## config.mk

```make
export PLATFORM = sky130hd
export DESIGN_NAME = wb_arbiter
export DESIGN_NICKNAME = d
export VERILOG_FILES = /design/src/rtl/wb_pkg.sv /design/src/rtl/wb_skid_fifo.sv /design/src/rtl/wb_arbiter.sv
export SDC_FILE = /design/constraint.sdc
export NUM_CORES = 1
export LEC_CHECK = 0
export ABC_AREA = 0
export BUFFER_PORTS_ARGS = -buffer_cell sky130_fd_sc_hd__buf_2
export CAP_MARGIN = 20
export CORE_MARGIN = 3
export CORE_UTILIZATION = 53
export DETAILED_ROUTE_END_ITERATION = 8
export GPL_TIMING_DRIVEN = 0
export PLACE_DENSITY_LB_ADDON = 0.2
export SYNTH_ARGS = -nofsm -noshare
export SYNTH_HDL_FRONTEND = slang
export SYNTH_HIERARCHICAL = 1
export SYNTH_SLANG_ARGS = --single-unit
```

## constraint.sdc

```tcl
create_clock -name i_clk -period 4 [get_ports i_clk]
set_input_delay 0 -clock i_clk [delete_from_list [all_inputs] [get_ports i_clk]]
set_output_delay 0 -clock i_clk [all_outputs]
set_load 0.05 [all_outputs]
```

## src/rtl/wb_pkg.sv

```systemverilog
// wb_pkg: writeback select encodings, buffer entry type and default buffer depth
package wb_pkg;
    localparam logic [1:0] WB_SEL_LD   = 2'b00;
    localparam logic [1:0] WB_SEL_ALU  = 2'b01;
    localparam logic [1:0] WB_SEL_PC4  = 2'b10;
    localparam logic [1:0] WB_SEL_NONE = 2'b11;
    localparam int WB_FIFO_DEPTH = 2;
    typedef struct packed {
        logic [4:0]  rd;
        logic [31:0] data;
    } wb_entry_t;
endpackage

```

## src/rtl/wb_skid_fifo.sv

```systemverilog
// wb_skid_fifo: power-of-two ring buffer of {rd, data} entries with push/pop/count
module wb_skid_fifo
    import wb_pkg::*;
#(
    parameter int DEPTH = WB_FIFO_DEPTH,
    localparam int AW = $clog2(DEPTH),
    localparam int CW = AW + 1
) (
    input  logic          clk,
    input  logic          rst,
    input  logic          push,
    input  logic          pop,
    input  wb_entry_t     din,
    output wb_entry_t     dout,
    output logic [CW-1:0] count
);
    wb_entry_t mem [DEPTH];
    logic [AW-1:0] rd_ptr, wr_ptr;

    assign dout = mem[rd_ptr];

    always_ff @(posedge clk)
        if (push) mem[wr_ptr] <= din;

    // pointers are exactly AW bits wide, so they wrap modulo DEPTH for free
    always_ff @(posedge clk) begin
        if (rst) begin
            rd_ptr <= '0;
            wr_ptr <= '0;
            count  <= '0;
        end else begin
            if (push) wr_ptr <= wr_ptr + 1'b1;
            if (pop) rd_ptr <= rd_ptr + 1'b1;
            count <= count + CW'(push) - CW'(pop);
        end
    end
endmodule

```

## src/rtl/wb_arbiter.sv

```systemverilog
// wb_arbiter: register-file writeback arbiter (load > buffered ALU > direct ALU).
// Define WB_X0_FILTER_EN to drop writes to x0 and never buffer them.
module wb_arbiter
    import wb_pkg::*;
#(
    parameter int FIFO_DEPTH = WB_FIFO_DEPTH
) (
    input  logic        i_clk,
    input  logic        i_reset,
    input  logic        i_alu_valid,
    output logic        o_alu_ready,
    input  logic [4:0]  i_alu_rd,
    input  logic [1:0]  i_alu_wb_sel,
    input  logic [31:0] i_alu_data,
    input  logic [31:0] i_pc_plus_4,
    input  logic        i_ld_valid,
    input  logic [4:0]  i_ld_rd,
    input  logic [31:0] i_ld_data,
    output logic        o_rd_wren,
    output logic [4:0]  o_rd_addr,
    output logic [31:0] o_rd_data,
    output logic        o_busy
);
    localparam int CW = $clog2(FIFO_DEPTH) + 1;
`ifdef WB_X0_FILTER_EN
    localparam bit X0_FILTER = 1'b1;
`else
    localparam bit X0_FILTER = 1'b0;
`endif

    if (FIFO_DEPTH < 2 || (FIFO_DEPTH & (FIFO_DEPTH - 1)) != 0) begin : g_bad_depth
        $error("wb_arbiter: FIFO_DEPTH must be a power of two >= 2");
    end

    logic [CW-1:0] count;
    wb_entry_t     head, alu_ent, win_ent;
    logic          alu_wr, fifo_ne, push, pop, direct, win, wr_en;

    always_comb begin
        o_alu_ready = !i_reset && count < CW'(FIFO_DEPTH);
        alu_ent.rd = i_alu_rd;
        alu_ent.data = i_alu_wb_sel == WB_SEL_PC4 ? i_pc_plus_4 : i_alu_data;
        alu_wr = i_alu_valid && o_alu_ready
                 && (i_alu_wb_sel == WB_SEL_ALU || i_alu_wb_sel == WB_SEL_PC4)
                 && (!X0_FILTER || i_alu_rd != 5'd0);
        fifo_ne = count != '0;
        pop = !i_ld_valid && fifo_ne;
        direct = !i_ld_valid && !fifo_ne && alu_wr;
        push = alu_wr && !direct;
        win = i_ld_valid || pop || direct;
        win_ent = i_ld_valid ? '{rd: i_ld_rd, data: i_ld_data} : pop ? head : alu_ent;
        // an x0 winner still takes the slot; it just never reaches the register file
        wr_en = win && (!X0_FILTER || win_ent.rd != 5'd0);
    end

    wb_skid_fifo #(.DEPTH(FIFO_DEPTH)) u_fifo (
        .clk   (i_clk),
        .rst   (i_reset),
        .push  (push),
        .pop   (pop),
        .din   (alu_ent),
        .dout  (head),
        .count (count)
    );

    assign o_busy = fifo_ne;

    always_ff @(posedge i_clk) begin
        if (i_reset) begin
            o_rd_wren <= 1'b0;
            o_rd_addr <= '0;
            o_rd_data <= '0;
        end else begin
            o_rd_wren <= wr_en;
            if (wr_en) begin
                o_rd_addr <= win_ent.rd;
                o_rd_data <= win_ent.data;
            end
        end
    end
endmodule

```

==> results.yml, run 1 <==
clock_tree:
  clockRootBuffer: "clkbuf_8"
  ctsHoldBuffers: 147
  cts_buffers: 17
  cts.sinks: 117
  cts_resized: 0
  cts-htree-levels: 4
  cts_setup_buffers: 0
  clk_path_buf_depth: 2
yosys:
  netlist_instances: 406
  ys_ff_latch: 117
  syn_nets: 521
  synth_seq_area_share: 0.555
  synth_edf_count: 74
  yosysWarnings: 6
  netlist_area_um2: 5550
  syn_area_per_cell_um2: 13.7
  ys.flop_type: "edfxtp_1"
  ys_types: 34
  ys_async_sr_fraction: 0
placed_design:
  dpl.hpwl_um: 9330
  pre_cts_slack_ns: 1.66
  gp_congestion: 0.758
  io_buffers: 151
status:
  error: "[ERROR RSZ-0060] Max buffer count reached."
  status: "did not finish"
  lastStage: "clock tree synthesis"
floorplanning:
  die_h_um: 108
  num_rows: 36
  die-width_um: 108
  io_pins: 152
  initial_utilization: 0.555
[cell usage after synthesis (5+ instances only)]
cell | number | area share
a211oi_1 | 5 | 0.0068
a22oi_1 | 32 | 0.043
a31oi_1 | 32 | 0.036
buf_2 | 17 | 0.015
buf_6 | 6 | 0.012
clkbuf_1 | 10 | 0.0068
dfxtp_1 | 43 | 0.15
edfxtp_1 | 74 | 0.40
inv_1 | 5 | 0.0034
mux2_1 | 8 | 0.016
mux2_2 | 31 | 0.063
mux2_4 | 30 | 0.081
nand2_1 | 32 | 0.022
nand4_1 | 5 | 0.0056
nor2_1 | 8 | 0.0054
nor2b_1 | 7 | 0.0079
o21a_1 | 5 | 0.0068
o31ai_2 | 29 | 0.065
o41ai_1 | 5 | 0.0079
[through the flow]
step,std cells,instance area [µm²]
3_5_place_dp,692,6530
3_3_place_gp,690,6480
2_1_floorplan,406,5550
[kinds of logic after synthesis]
family / Yosys count / synth area share
AOI/OAI and AO/OA: 114 / 0.174
xor gates and xnor gates: 3 / 0.00721
adders and majority gates: 3 / 0.00676
buffers and inverters: 43 / 0.0505
DFF: 117 / 0.555
muxes: 69 / 0.160
and+or+nand+nor: 57 / 0.0460
==> run 2: changes to the inputs <==
--- a/config.mk
+++ b/config.mk
@@ -9,10 +9,10 @@
 export BUFFER_PORTS_ARGS = -buffer_cell sky130_fd_sc_hd__buf_2
 export CAP_MARGIN = 20
 export CORE_MARGIN = 3
-export CORE_UTILIZATION = 53
+export CORE_UTILIZATION = 40
 export DETAILED_ROUTE_END_ITERATION = 8
 export GPL_TIMING_DRIVEN = 0
-export PLACE_DENSITY_LB_ADDON = 0.2
+export PLACE_DENSITY_LB_ADDON = 0.15
 export SYNTH_ARGS = -nofsm -noshare
 export SYNTH_HDL_FRONTEND = slang
 export SYNTH_HIERARCHICAL = 1
==> run 2 against run 1 <==
  * The run now ends clean
  * Synthesized cell count unchanged
  * Synthesized area unchanged
==> results.yml, run 2 <==
status:
  status: "finished, final reports clean"
power_and_ir_drop:
  netSwitchingFraction: 0.325
  switching_power_mw: 1.34
  p_per_area_nw_per_um2: 504
  seqPwrFrac: 0.357
  vdd_drop_max_mv: 0.366
  power_frac_comb: 0.323
  p_leak_nw: 3.31
  p_clk_frac: 0.321
  p_int_mw: 2.78
placed_design:
  io_buffers: 151
  gp_congestion: 0.715
  post_dp_cell_area_um2: 6590
  pre_cts_slack_ns: 1.47
  dpl.hpwl_um: 10000
  dpl.cell_count: 735
global_routing:
  grt_usage: 0.210
  antenna_found_initial: 0
  overflow: 0
  grt_max_degree: 30
  grt_pass1_wl_um: 24100
  first_global_vias: 4658
floorplanning:
  coreArea_um2: 13400
  die-area_um2: 15300
  num_rows: 42
  initial_utilization: 0.414
  io_pins: 152
  die-width_um: 124
  die_h_um: 124
clock_tree:
  cts_resized: 0
  cts_buffers: 17
  clockRootBuffer: "clkbuf_16"
  clk_path_buf_depth: 2
  cts.sinks: 117
  cts-htree-levels: 4
  insertion_delay_ns: 0.41
  cts.clk_slew.worst_paths_ns: 0.05
  cts_setup_buffers: 0
  cts_tree: "yes"
worst_setup_path:
  critPathRequiredTime_ns: 4.11
  worstSetupPathType: "reg2reg"
  cp.arrival_ns: 2.56
  path_buf_inv: 5
  start_kind: "flop"
  r2r_slack_ns: 1.56
  critPathMostFrequentCell: "buf_6"
  path_cells: "buf_2 -> or3_1 -> buf_6 -> buf_6 -> and3_1 -> inv_1 -> nor2_4 -> buf_16"
  crit_family: "buffers and inverters"
  cp_slowest_cell: "nor2_4"
  end_kind: "flop"
  crit_fanout: 19
  slowest_delay_ns: 0.52
yosys:
  synthDominantCellAreaShare: 0.400
  synth_seq_area_share: 0.555
  syn_area_per_cell_um2: 13.7
  synth_compound_area_frac: 0.174
  synth_edf_count: 74
  ys_top_cells_by_area: "edfxtp_1, dfxtp_1, mux2_4, o31ai_2, mux2_2"
  ys_async_sr_fraction: 0
  yosysWarnings: 6
  synth_top_area_cell: "edfxtp_1"
  synth_xor_area_frac: 0.00721
  netlist_instances: 406
  ys.flop_type: "edfxtp_1"
  synthAdderAreaFrac: 0.00676
  synthSimpleGateAreaFrac: 0.0460
  synth_top_family_by_area: "compound AO/OA/AOI/OAI gates"
  yosysMostFrequentCell: "edfxtp_1"
  syn_nets: 521
  netlist_area_um2: 5550
  ys_types: 34
  ys_ff_latch: 117
  synthMuxAreaShare: 0.160
  synthTopCellsByCount: "edfxtp_1, dfxtp_1, a22oi_1, a31oi_1, nand2_1"
final_layout:
  area_growth_syn_to_layout_pct: 47.3
  final_cell_mix: "buf_2, dlygate4sd3_1, edfxtp_1, dfxtp_1"
  finalInstanceArea_um2: 8180
  fill_cells: 1106
  top_register: "u_fifo/mem"
  largest_reg_flops: 74
  antenna_cells: 0
  drive_gt1_frac: 0.428
  top_regs: "u_fifo/mem (74), o_rd_data (32), o_rd_addr (5)"
  final_common_cell: "buf_2"
  fin_nets: 801
  utilization: 0.611
  post_layout_nonfiller_instances: 874
job:
  cap_violations: 0
timing:
  setup_viol: 0
  finClkSkew_ns: 0.00656
  worstMarginPinSlew_ns: 0.807
  min_period_ns: 2.44
  drv_slew: 0
  fin_crit_sh: 0.611
  grt_setup_unrepaired: "false"
  hold_viol: 0
  layout_setup_ws_ns: 1.56
  max_freq_mhz: 409
  slew_headroom: 0.462
drt:
  drcViolationCount: 0
  first_pass_iters: 5
  drt-initial-drc-count: 222
  num_vias: 4503
  drt-wirelength-per-cell_um: 17.9
  routed_wl_um: 15600
  antenna_left: 0
  vias_per_cell: 5.15
worst_hold_path:
  min_path_type: "in2reg"
[run 2: cell counts after synthesis]
No cell type changed its count.
[run 2: through the flow]
step           hold WS [ns]  setup TNS [ns]  power, mW
5_1_grt              0.0319               0       4.30
6_report             0.0155               0       4.12
3_3_place_gp          0.209          -18.99       2.70
4_1_cts             0.00321               0       4.14
2_1_floorplan        0.0716               0       2.41
3_5_place_dp          0.213               0       2.73
[run 2: layer usage]
metal / wire (µm) / track usage
met3: 785 / 0.0495
met2: 7710 / 0.354
met5: 0 / 0
met4: 216 / 0.0616
met1: 6890 / 0.270
[run 2: worst paths after layout]
path | start | end | cells past startpoint
setup / recovery | u_fifo/count[1] | u_fifo/mem[0][24] | 8
hold / removal | i_ld_valid | o_rd_addr[1] | 3
setup reg to reg | u_fifo/count[1] | u_fifo/mem[0][24] | 8
hold reg to reg | o_rd_addr[0] | o_rd_addr[0] | 2
[run 2: repair_timing]
action | CTS | global route
hold buffers | 108 | 0
setup endpoints to repair | 0 | 0
hold endpoints to repair | 116 | 0
[run 2: tightest hold or removal path, stage by stage]
cell	delay, ns
buf_2	0.15
nor2b_1	0.16
o41ai_1	0.07
[run 2: area by class of cell]
cell class / count / area [µm²] / area share
Sequential cell: 117 / 3080 / 0.377
Multi-Input combinational cell: 246 / 2200 / 0.269
Timing Repair Buffer: 261 / 1880 / 0.230
Clock buffer: 25 / 485 / 0.0593
Buffer: 38 / 262 / 0.0320
Tap cell: 176 / 220 / 0.0269
Clock inverter: 6 / 28.8 / 0.00352
Inverter: 5 / 18.8 / 0.00229
[run 2: cell families (layout without fill, tap and decap cells)]
group / after synthesis / after routing
flip-flops: 117 / 117
AO/OA/AOI/OAI: 114 / 114
multiplexers: 69 / 69
AND/OR/NAND/NOR: 57 / 57
buffers and inverters: 43 / 335
adder cells (fa/ha/maj): 3 / 3
XOR/XNOR: 3 / 3
[run 2: power by group through the flow]
stage                     Combinational [mW]  Sequential, mW  Clock (mW)
after CTS                               1.33            1.47        1.34
final                                   1.33            1.47        1.32
after floorplan                        0.656            1.75           0
after global placement                  1.21            1.49           0
after global routing                    1.42            1.48        1.40
after detailed placement                1.23            1.49           0
Power figures use the tool's default switching activity.
